[src/rtl/vga_scan_ctrl.sv]
// VGA scan controller: generates the 640x480@60 raster position for the page
// renderers, then delays sync/blanking so they line up with the page module's
// registered pixel and drives the 4-bit-per-channel DAC outputs.
module vga_scan_ctrl #(
    parameter int H_ACTIVE = 640,
    parameter int H_FP     = 16,
    parameter int H_SYNC   = 96,
    parameter int H_BP     = 48,
    parameter int V_ACTIVE = 480,
    parameter int V_FP     = 10,
    parameter int V_SYNC   = 2,
    parameter int V_BP     = 33,
    parameter bit SYNC_POL = 1'b0,
    parameter int PIPE_LAT = 1
) (
    input  logic        vga_clk,
    input  logic        vga_rst,
    input  logic [11:0] pixel_data,
    output logic [9:0]  x_pos,
    output logic [9:0]  y_pos,
    output logic        frame_start,
    output logic        hs,
    output logic        vs,
    output logic        de,
    output logic [3:0]  r,
    output logic [3:0]  g,
    output logic [3:0]  b
);

    localparam int H_TOTAL = H_ACTIVE + H_FP + H_SYNC + H_BP;
    localparam int V_TOTAL = V_ACTIVE + V_FP + V_SYNC + V_BP;
    // Total delay from counter position to DAC outputs: the page fetch latency
    // plus the RGB output register.
    localparam int D       = PIPE_LAT + 1;

    localparam logic [9:0] H_ACT_C   = 10'(H_ACTIVE);
    localparam logic [9:0] H_SYNC_LO = 10'(H_ACTIVE + H_FP);
    localparam logic [9:0] H_SYNC_HI = 10'(H_ACTIVE + H_FP + H_SYNC - 1);
    localparam logic [9:0] H_LAST_C  = 10'(H_TOTAL - 1);
    localparam logic [9:0] V_ACT_C   = 10'(V_ACTIVE);
    localparam logic [9:0] V_SYNC_LO = 10'(V_ACTIVE + V_FP);
    localparam logic [9:0] V_SYNC_HI = 10'(V_ACTIVE + V_FP + V_SYNC - 1);
    localparam logic [9:0] V_LAST_C  = 10'(V_TOTAL - 1);

    logic [9:0]   hCnt_q, hCnt_d;
    logic [9:0]   vCnt_q, vCnt_d;
    logic         frameStart_q;
    // Bit 0 is stage 1 (one clock behind the counters); bit D-1 is stage D.
    logic [D-1:0] hsPipe_q;
    logic [D-1:0] vsPipe_q;
    logic [D-1:0] dePipe_q;
    logic [11:0]  rgb_q;

    logic hActiveC;
    logic vActiveC;
    logic activeC;
    logic hSyncC;
    logic vSyncC;

    // Decode the raster regions from the live counter values.
    always_comb begin
        hActiveC = (hCnt_q < H_ACT_C);
        vActiveC = (vCnt_q < V_ACT_C);
        activeC  = hActiveC && vActiveC;
        hSyncC   = (hCnt_q >= H_SYNC_LO) && (hCnt_q <= H_SYNC_HI);
        vSyncC   = (vCnt_q >= V_SYNC_LO) && (vCnt_q <= V_SYNC_HI);
    end

    // Next raster position: column wraps at end of line and bumps the row.
    always_comb begin
        hCnt_d = hCnt_q + 10'd1;
        vCnt_d = vCnt_q;
        if (hCnt_q == H_LAST_C) begin
            hCnt_d = '0;
            if (vCnt_q == V_LAST_C) begin
                vCnt_d = '0;
            end else begin
                vCnt_d = vCnt_q + 10'd1;
            end
        end
    end

    // Raster counters and the undelayed start-of-frame pulse.
    always_ff @(posedge vga_clk or posedge vga_rst) begin
        if (vga_rst) begin
            hCnt_q       <= '0;
            vCnt_q       <= '0;
            frameStart_q <= 1'b0;
        end else begin
            hCnt_q       <= hCnt_d;
            vCnt_q       <= vCnt_d;
            frameStart_q <= (hCnt_q == 10'd0) && (vCnt_q == 10'd0);
        end
    end

    // Delay lines for sync/enable plus the RGB register, which captures the
    // page pixel only when the matching delayed enable says it is visible.
    always_ff @(posedge vga_clk or posedge vga_rst) begin
        if (vga_rst) begin
            hsPipe_q <= '0;
            vsPipe_q <= '0;
            dePipe_q <= '0;
            rgb_q    <= '0;
        end else begin
            hsPipe_q <= {hsPipe_q[D-2:0], hSyncC};
            vsPipe_q <= {vsPipe_q[D-2:0], vSyncC};
            dePipe_q <= {dePipe_q[D-2:0], activeC};
            if (dePipe_q[PIPE_LAT-1]) begin
                rgb_q <= pixel_data;
            end else begin
                rgb_q <= '0;
            end
        end
    end

    // Blanked positions address pixel 0 so the page never sees an
    // out-of-range address.
    assign x_pos       = hActiveC ? hCnt_q : 10'd0;
    assign y_pos       = vActiveC ? vCnt_q : 10'd0;
    assign frame_start = frameStart_q;
    assign hs          = hsPipe_q[D-1] ? SYNC_POL : ~SYNC_POL;
    assign vs          = vsPipe_q[D-1] ? SYNC_POL : ~SYNC_POL;
    assign de          = dePipe_q[D-1];
    assign r           = rgb_q[3:0];
    assign g           = rgb_q[7:4];
    assign b           = rgb_q[11:8];

endmodule
[config.mk]
export PLATFORM = sky130hd
export DESIGN_NAME = vga_scan_ctrl
export DESIGN_NICKNAME = d
export VERILOG_FILES = /design/src/rtl/vga_scan_ctrl.sv
export SDC_FILE = /design/constraint.sdc
export NUM_CORES = 1
export LEC_CHECK = 0
export CAP_MARGIN = 15
export CORE_MARGIN = 10
export CORE_UTILIZATION = 66
export CTS_BUF_LIST = sky130_fd_sc_hd__clkbuf_4 sky130_fd_sc_hd__clkbuf_8 sky130_fd_sc_hd__clkbuf_16
export DETAILED_ROUTE_END_ITERATION = 7
export DONT_BUFFER_PORTS = 1
export MAX_ROUTING_LAYER = met4
export PLACE_DENSITY = 0.81
export SKIP_CTS_REPAIR_TIMING = 1
export SYNTH_ARGS = -nofsm -noshare
export SYNTH_HDL_FRONTEND = slang
export SYNTH_SLANG_ARGS = --single-unit
export TNS_END_PERCENT = 10
[constraint.sdc]
create_clock -name vga_clk -period 3.7 [get_ports vga_clk]
set_input_delay 0.37 -clock vga_clk [delete_from_list [all_inputs] [get_ports vga_clk]]
set_output_delay 0.37 -clock vga_clk [all_outputs]
set_load 0.02 [all_outputs]
==> results of run 1 <==
-- registers in the layout, summed over array words and instances, names as in the netlist --
register,cells
hCnt_q,10
rgb_q,12
hsPipe_q,2
vsPipe_q,2
vCnt_q,10
frame_start,1
dePipe_q,2
-- area by class of cell --
| cell class | count | area [um2] |
|---|---|---|
| Clock inverter | 2 | 35.03 |
| Inverter | 9 | 33.78 |
| Multi-Input combinational cell | 118 | 747.0 |
| Clock buffer | 6 | 51.30 |
| Tap cell | 30 | 37.54 |
| Timing Repair Buffer | 2 | 15.01 |
| Sequential cell | 39 | 975.9 |
| Fill cell | 175 | 649.4 |
-- metrics by stage --
step	cells	area, um2	hold WS (ns)	worst slack, ns
6_report	206	1896	0.0007441	1.344
5_1_grt	206	1896	0.04732	1.185
4_1_cts	206	1896	0.02322	1.371
3_5_place_dp	198	1809	0.3587	1.547
3_3_place_gp	198	1809	0.3332	1.663
2_1_floorplan	176	1817	0.3312	1.733
-- power breakdown --
part / leakage, uW / internal [uW] / switching [uW]
registers: 0.000492 / 433 / 11.4
logic: 0.000293 / 4.18 / 10.3
clock network: 0.0000482 / 160 / 138
total: 0.000834 / 597 / 159
-- worst max path at each step --
stage	endpoint	depth (start not counted)	slack, ns	start
global route	y_pos[3]	3	1.18	vCnt_q[5]$_DFFE_PP0N_
CTS	y_pos[8]	3	1.37	vCnt_q[5]$_DFFE_PP0N_
floorplan	vCnt_q[9]$_DFFE_PP0N_	6	1.73	hCnt_q[0]$_DFF_PP0_
detailed placement	vCnt_q[9]$_DFFE_PP0N_	5	1.55	hCnt_q[0]$_DFF_PP0_
finish	y_pos[8]	3	1.34	vCnt_q[5]$_DFFE_PP0N_
global placement	vCnt_q[9]$_DFFE_PP0N_	5	1.66	hCnt_q[0]$_DFF_PP0_
-- synthesized netlist by cell type (all sizes together) --
cell type and number:
inv 9, and3 3, buf 6, clkbuf 4, conb 1, nand3 9
nor3 3, nand2b 1, nor4 5, a21o 2, nor2b 2, o41ai 1
or3b 1, o21ai 5, or4b 1, nor4b 1, xnor2 6, and2 30
o31ai 1, nor3b 2, mux2i 1, nand3b 1, nand2 8, o22a 1
dfrtp 39, nor2 13, or3 1, ha 4, nand4 6, a21oi 5
xor2 4
-- critical path, stage by stage, from the launching register on --
cell and delay, ns:
dfrtp_1 0.46, and3_1 0.24, a21oi_1 0.58, and2_1 0.36
-- layer usage --
layer	up-vias	share of wire (%)	global-route usage (%)
li1	580	-	-
met1	601	37	16.94
met2	92	49	26.24
met3	18	11	7.075
met4	0	3.1	7.173
met5	-	0	-
-- logic make-up after synthesis --
family	synth area share [%]
muxes	0.5510
and+or+nand+nor	27.76
DFF	53.72
buffers and inverters	5.165
other	0.2064
adders and majority gates	2.755
AOI/OAI and AO/OA	5.028
xor gates and xnor gates	4.821
==> impl_metrics.env, run 1 <==
export IMPL_status="complete, no violations"
export IMPL_post_drt_wl_per_cell_um=19.31
export IMPL_ir_worst_vdd_v=0.0003620
export IMPL_relSlewSlack_pct=47.37
export IMPL_start_kind="register"
export IMPL_grt_pass1_wl_mm=6.727
export IMPL_yosysUniqueCellTypes=34
export IMPL_hp_class="primary input to asynchronous set/reset pin"
export IMPL_synthCells=176
export IMPL_drt_total_wl_mm=3.977
export IMPL_dieArea_um2=5251
export IMPL_coreArea_um2=2545
export IMPL_grt_max_degree=22
export IMPL_finalHoldViolCount=0
export IMPL_pwr_density_cell_nw_per_um2=398.7
export IMPL_critPathArrivalTime_ns=1.99
export IMPL_area_growth_pct=4.339
export IMPL_dieHeight_um=72.47
export IMPL_fp_row_count=18
export IMPL_synth_top_cell_area_share_pct=53.72
export IMPL_syn_area_per_cell_um2=10.32
export IMPL_cp_end_kind="output pin"
export IMPL_drt_iter0_drc=98
export IMPL_r2r_start="hCnt_q[0]$_DFF_PP0_"
export IMPL_fin_skew_ns=0.01905
export IMPL_firstDrtPassIters=4
export IMPL_yosys_warnings=0
export IMPL_grt_pass1_vias=1324
export IMPL_h_tree_depth=2
export IMPL_ys_seq_area_share_pct=53.72
export IMPL_io_pins=50
export IMPL_drtAntennaViolNets=0
export IMPL_power_leakage_uw=0.0008339
export IMPL_dpl_hpwl_mm=2.913
export IMPL_die_w_um=72.47
export IMPL_antennaDiodeCount=0
export IMPL_slew_violations=0
export IMPL_finalCriticalPeriod_ns=2.356
export IMPL_r2r_cells=5
export IMPL_fin_nets=193
export IMPL_numCtsBuffers=5
export IMPL_synth_top_area_cell="dfrtp_1"
export IMPL_setup_violations=0
export IMPL_rsz0062_at_grt="false"
export IMPL_yosys_top_cells_area="dfrtp_1 (54%), and2_1 (10%), xnor2_1 (2.9%), ha_1 (2.8%), nor2_1 (2.7%)"
export IMPL_vias=1291
export IMPL_drive_above_1_share_pct=6.818
export IMPL_cts_sinks=39
export IMPL_cts_buffer_depth=2
export IMPL_drv_cap=0
export IMPL_ys_ff_latch=39
export IMPL_min_period_over_period_pct=63.67
export IMPL_overflow=0
export IMPL_final_common_cell="dfrtp_1"
export IMPL_max_freq_mhz=424.5
export IMPL_syn_nets=194
export IMPL_utilization_pct=74.48
export IMPL_start_util_pct=71.39
export IMPL_power_total_uw=755.7
export IMPL_antenna_found_initial=0
export IMPL_critPathKind="register to output pin"
export IMPL_r2r_end="vCnt_q[9]$_DFFE_PP0N_"
export IMPL_drc_errors=0
export IMPL_cts_tree="done"
export IMPL_rrSetupSlack_ns=1.47
export IMPL_root_buffer="clkbuf_4"
export IMPL_worst_slew_pin_slew_ns=0.7812
export IMPL_setup_tns_ns=0
export IMPL_vias_per_cell=6.267
export IMPL_grt_util_all_layers_pct=16.27
export IMPL_worst_path_max_fanout=10
export IMPL_layout_common_cells="dfrtp_1 (39), and2_1 (30), nor2_1 (13)"
export IMPL_required_ns=3.33
export IMPL_port_buffers=0
export IMPL_clk_latency_ns=0.35
export IMPL_clk_pin_slew_ns=0.13
export IMPL_synth_area_um2=1817
export IMPL_gp_congestion=0.8365
Note: power is estimated with default switching activity, not from simulation.
==> run 2, diff against run 1 <==
CORE_UTILIZATION = 56   (was 66)
PLACE_DENSITY = 0.73   (was 0.81)
clock period = 2.15 ns   (was 3.7 ns; I/O delays follow)
==> impl_metrics.env, run 2 (synthesis results as in run 1) <==
export IMPL_coreArea_um2=3078
export IMPL_cts_buffer_depth=2
export IMPL_worst_path_max_fanout=8
export IMPL_dieHeight_um=76.96
export IMPL_grt_max_degree=40
export IMPL_post_drt_wl_per_cell_um=16.14
export IMPL_vias=1289
export IMPL_drt_iter0_drc=72
export IMPL_r2r_start="hCnt_q[6]$_DFF_PP0_"
export IMPL_p_int_uw=1012
export IMPL_seqCellArea_um2=975.9
export IMPL_largest_reg_flops=12
export IMPL_final_fill_count=243
export IMPL_dp_cells=219
export IMPL_top_register="rgb_q"
export IMPL_hold_path_depth=0
export IMPL_status="complete, no violations"
export IMPL_final_area_um2=2095
export IMPL_final_common_cell="dfrtp_1"
export IMPL_dr_max_layer_used="met4"
export IMPL_io_pins=50
export IMPL_die_w_um=76.96
export IMPL_cts_tree="done"
export IMPL_dpl_cell_area_um2=1879
export IMPL_cp_end_kind="register"
export IMPL_power_leakage_uw=0.0009188
export IMPL_rrSetupSlack_ns=0.13
export IMPL_hold_end="hsPipe_q[1]$_DFF_PP0_"
export IMPL_layout_common_cells="dfrtp_1 (39), and2_1 (30), nor2_1 (13), dlygate4sd3_1 (13)"
export IMPL_r2r_cells=4
export IMPL_pwr_density_cell_nw_per_um2=622.4
export IMPL_antenna_found_initial=0
export IMPL_vias_per_cell=5.371
export IMPL_top_regs="rgb_q: 12 flops, hCnt_q: 10 flops, vCnt_q: 10 flops"
export IMPL_swShare_pct=22.38
export IMPL_drt_total_wl_mm=3.874
export IMPL_fin_skew_ns=0.01077
export IMPL_grt_pass1_wl_mm=6.092
export IMPL_clk_latency_ns=0.35
export IMPL_setup_tns_ns=0
export IMPL_finalCriticalPeriod_ns=2.016
export IMPL_numCtsBuffers=5
export IMPL_whs_ns=0.3635
export IMPL_hp_class="register to register"
export IMPL_cp_slowest_cell="or4b_1"
export IMPL_fin_nets=213
export IMPL_root_buffer="clkbuf_4"
export IMPL_area_growth_pct=15.29
export IMPL_h_tree_depth=2
export IMPL_drv_cap=0
export IMPL_min_period_over_period_pct=93.74
export IMPL_antennaDiodeCount=0
export IMPL_setup_violations=0
export IMPL_start_kind="register"
export IMPL_seqPwrFrac_pct=58.6
export IMPL_dieArea_um2=5922
export IMPL_final_cells=240
export IMPL_finalHoldViolCount=0
export IMPL_drc_errors=0
export IMPL_comb_power_share_pct=3.3
export IMPL_ir_worst_vdd_v=0.0004974
export IMPL_max_freq_mhz=496.2
export IMPL_path_cells="nor4b_4 -> or3b_1 -> or4b_1 -> a21oi_1"
export IMPL_crit_buf_inv=0
export IMPL_fp_row_count=20
export IMPL_start_util_pct=59.02
export IMPL_slew_violations=0
export IMPL_multi_input_comb_area_um2=750.7
export IMPL_setup_slack_ns=0.1345
export IMPL_critPathArrivalTime_ns=2.30
export IMPL_clk_pin_slew_ns=0.11
export IMPL_grt_pass1_vias=1202
export IMPL_critical_path_max_stage_delay_ns=0.53
export IMPL_gp_congestion=0.8382
export IMPL_crit_family="simple AND/OR/NAND/NOR gates"
export IMPL_grt_util_all_layers_pct=13.17
export IMPL_critPathKind="register to register"
export IMPL_met3WireLength_um=259
export IMPL_drive_above_1_share_pct=10.20
export IMPL_wl_met1_mm=1.763
export IMPL_pwr_share_clk_pct=38.0
export IMPL_port_buffers=0
export IMPL_r2r_end="vCnt_q[9]$_DFFE_PP0N_"
export IMPL_power_switching_uw=291.7
export IMPL_overflow=0
export IMPL_cts_sinks=39
export IMPL_min_from="hsPipe_q[0]$_DFF_PP0_"
export IMPL_drtAntennaViolNets=0
export IMPL_rsz0062_at_grt="false"
export IMPL_place_ws_ns=0.1742
export IMPL_firstDrtPassIters=6
export IMPL_dpl_hpwl_mm=2.788
export IMPL_required_ns=2.43
export IMPL_met2WireLength_mm=1.801
## run 2: worst max-delay path by stage
stage                                startpoint               endpoint  cells past startpoint
after floorplan             hCnt_q[0]$_DFF_PP0_  vCnt_q[9]$_DFFE_PP0N_                      6
after global placement      hCnt_q[6]$_DFF_PP0_  vCnt_q[9]$_DFFE_PP0N_                      4
after detailed placement    hCnt_q[6]$_DFF_PP0_  vCnt_q[9]$_DFFE_PP0N_                      4
after CTS                 vCnt_q[5]$_DFFE_PP0N_               y_pos[3]                      4
after global routing        hCnt_q[6]$_DFF_PP0_  vCnt_q[9]$_DFFE_PP0N_                      4
final                       hCnt_q[6]$_DFF_PP0_  vCnt_q[9]$_DFFE_PP0N_                      4
## run 2: per-stage QoR
step                      power (uW)  util, %
after CTS                       1297    63.70
after global placement         803.8    61.06
after floorplan                798.4        -
final                           1304    68.05
after detailed placement       805.8    61.06
after global routing            1356    68.05
## run 2: area by class of cell
cell class	count	area share, %
clock buffer	5	1.792
clock inverter	3	2.091
inverter	9	1.613
multi-input combinational	118	35.84
sequential	39	46.59
tap	44	2.628
timing repair buffer	22	9.438
## run 2: power groups by stage
stage          combinational, uW  clock (uW)  sequential (uW)
2_1_floorplan               21.3           0              777
3_3_place_gp                24.9           0              779
3_5_place_dp                26.4           0              779
4_1_cts                     26.6         506              765
5_1_grt                     48.5         542              766
6_report                    43.4         496              765
## run 2: per-layer routing
metal / vias to the layer above / track usage [%]
met5: - / -
met4: 0 / 5.019
met3: 6 / 5.128
met2: 48 / 19.65
met1: 614 / 15.69
li1: 621 / -
==> run 3, diff against run 2 <==
TNS_END_PERCENT = 50   (was 10)
==> results of run 3 <==
No change in the layout: final DEF, timing and power equal those of run 2.
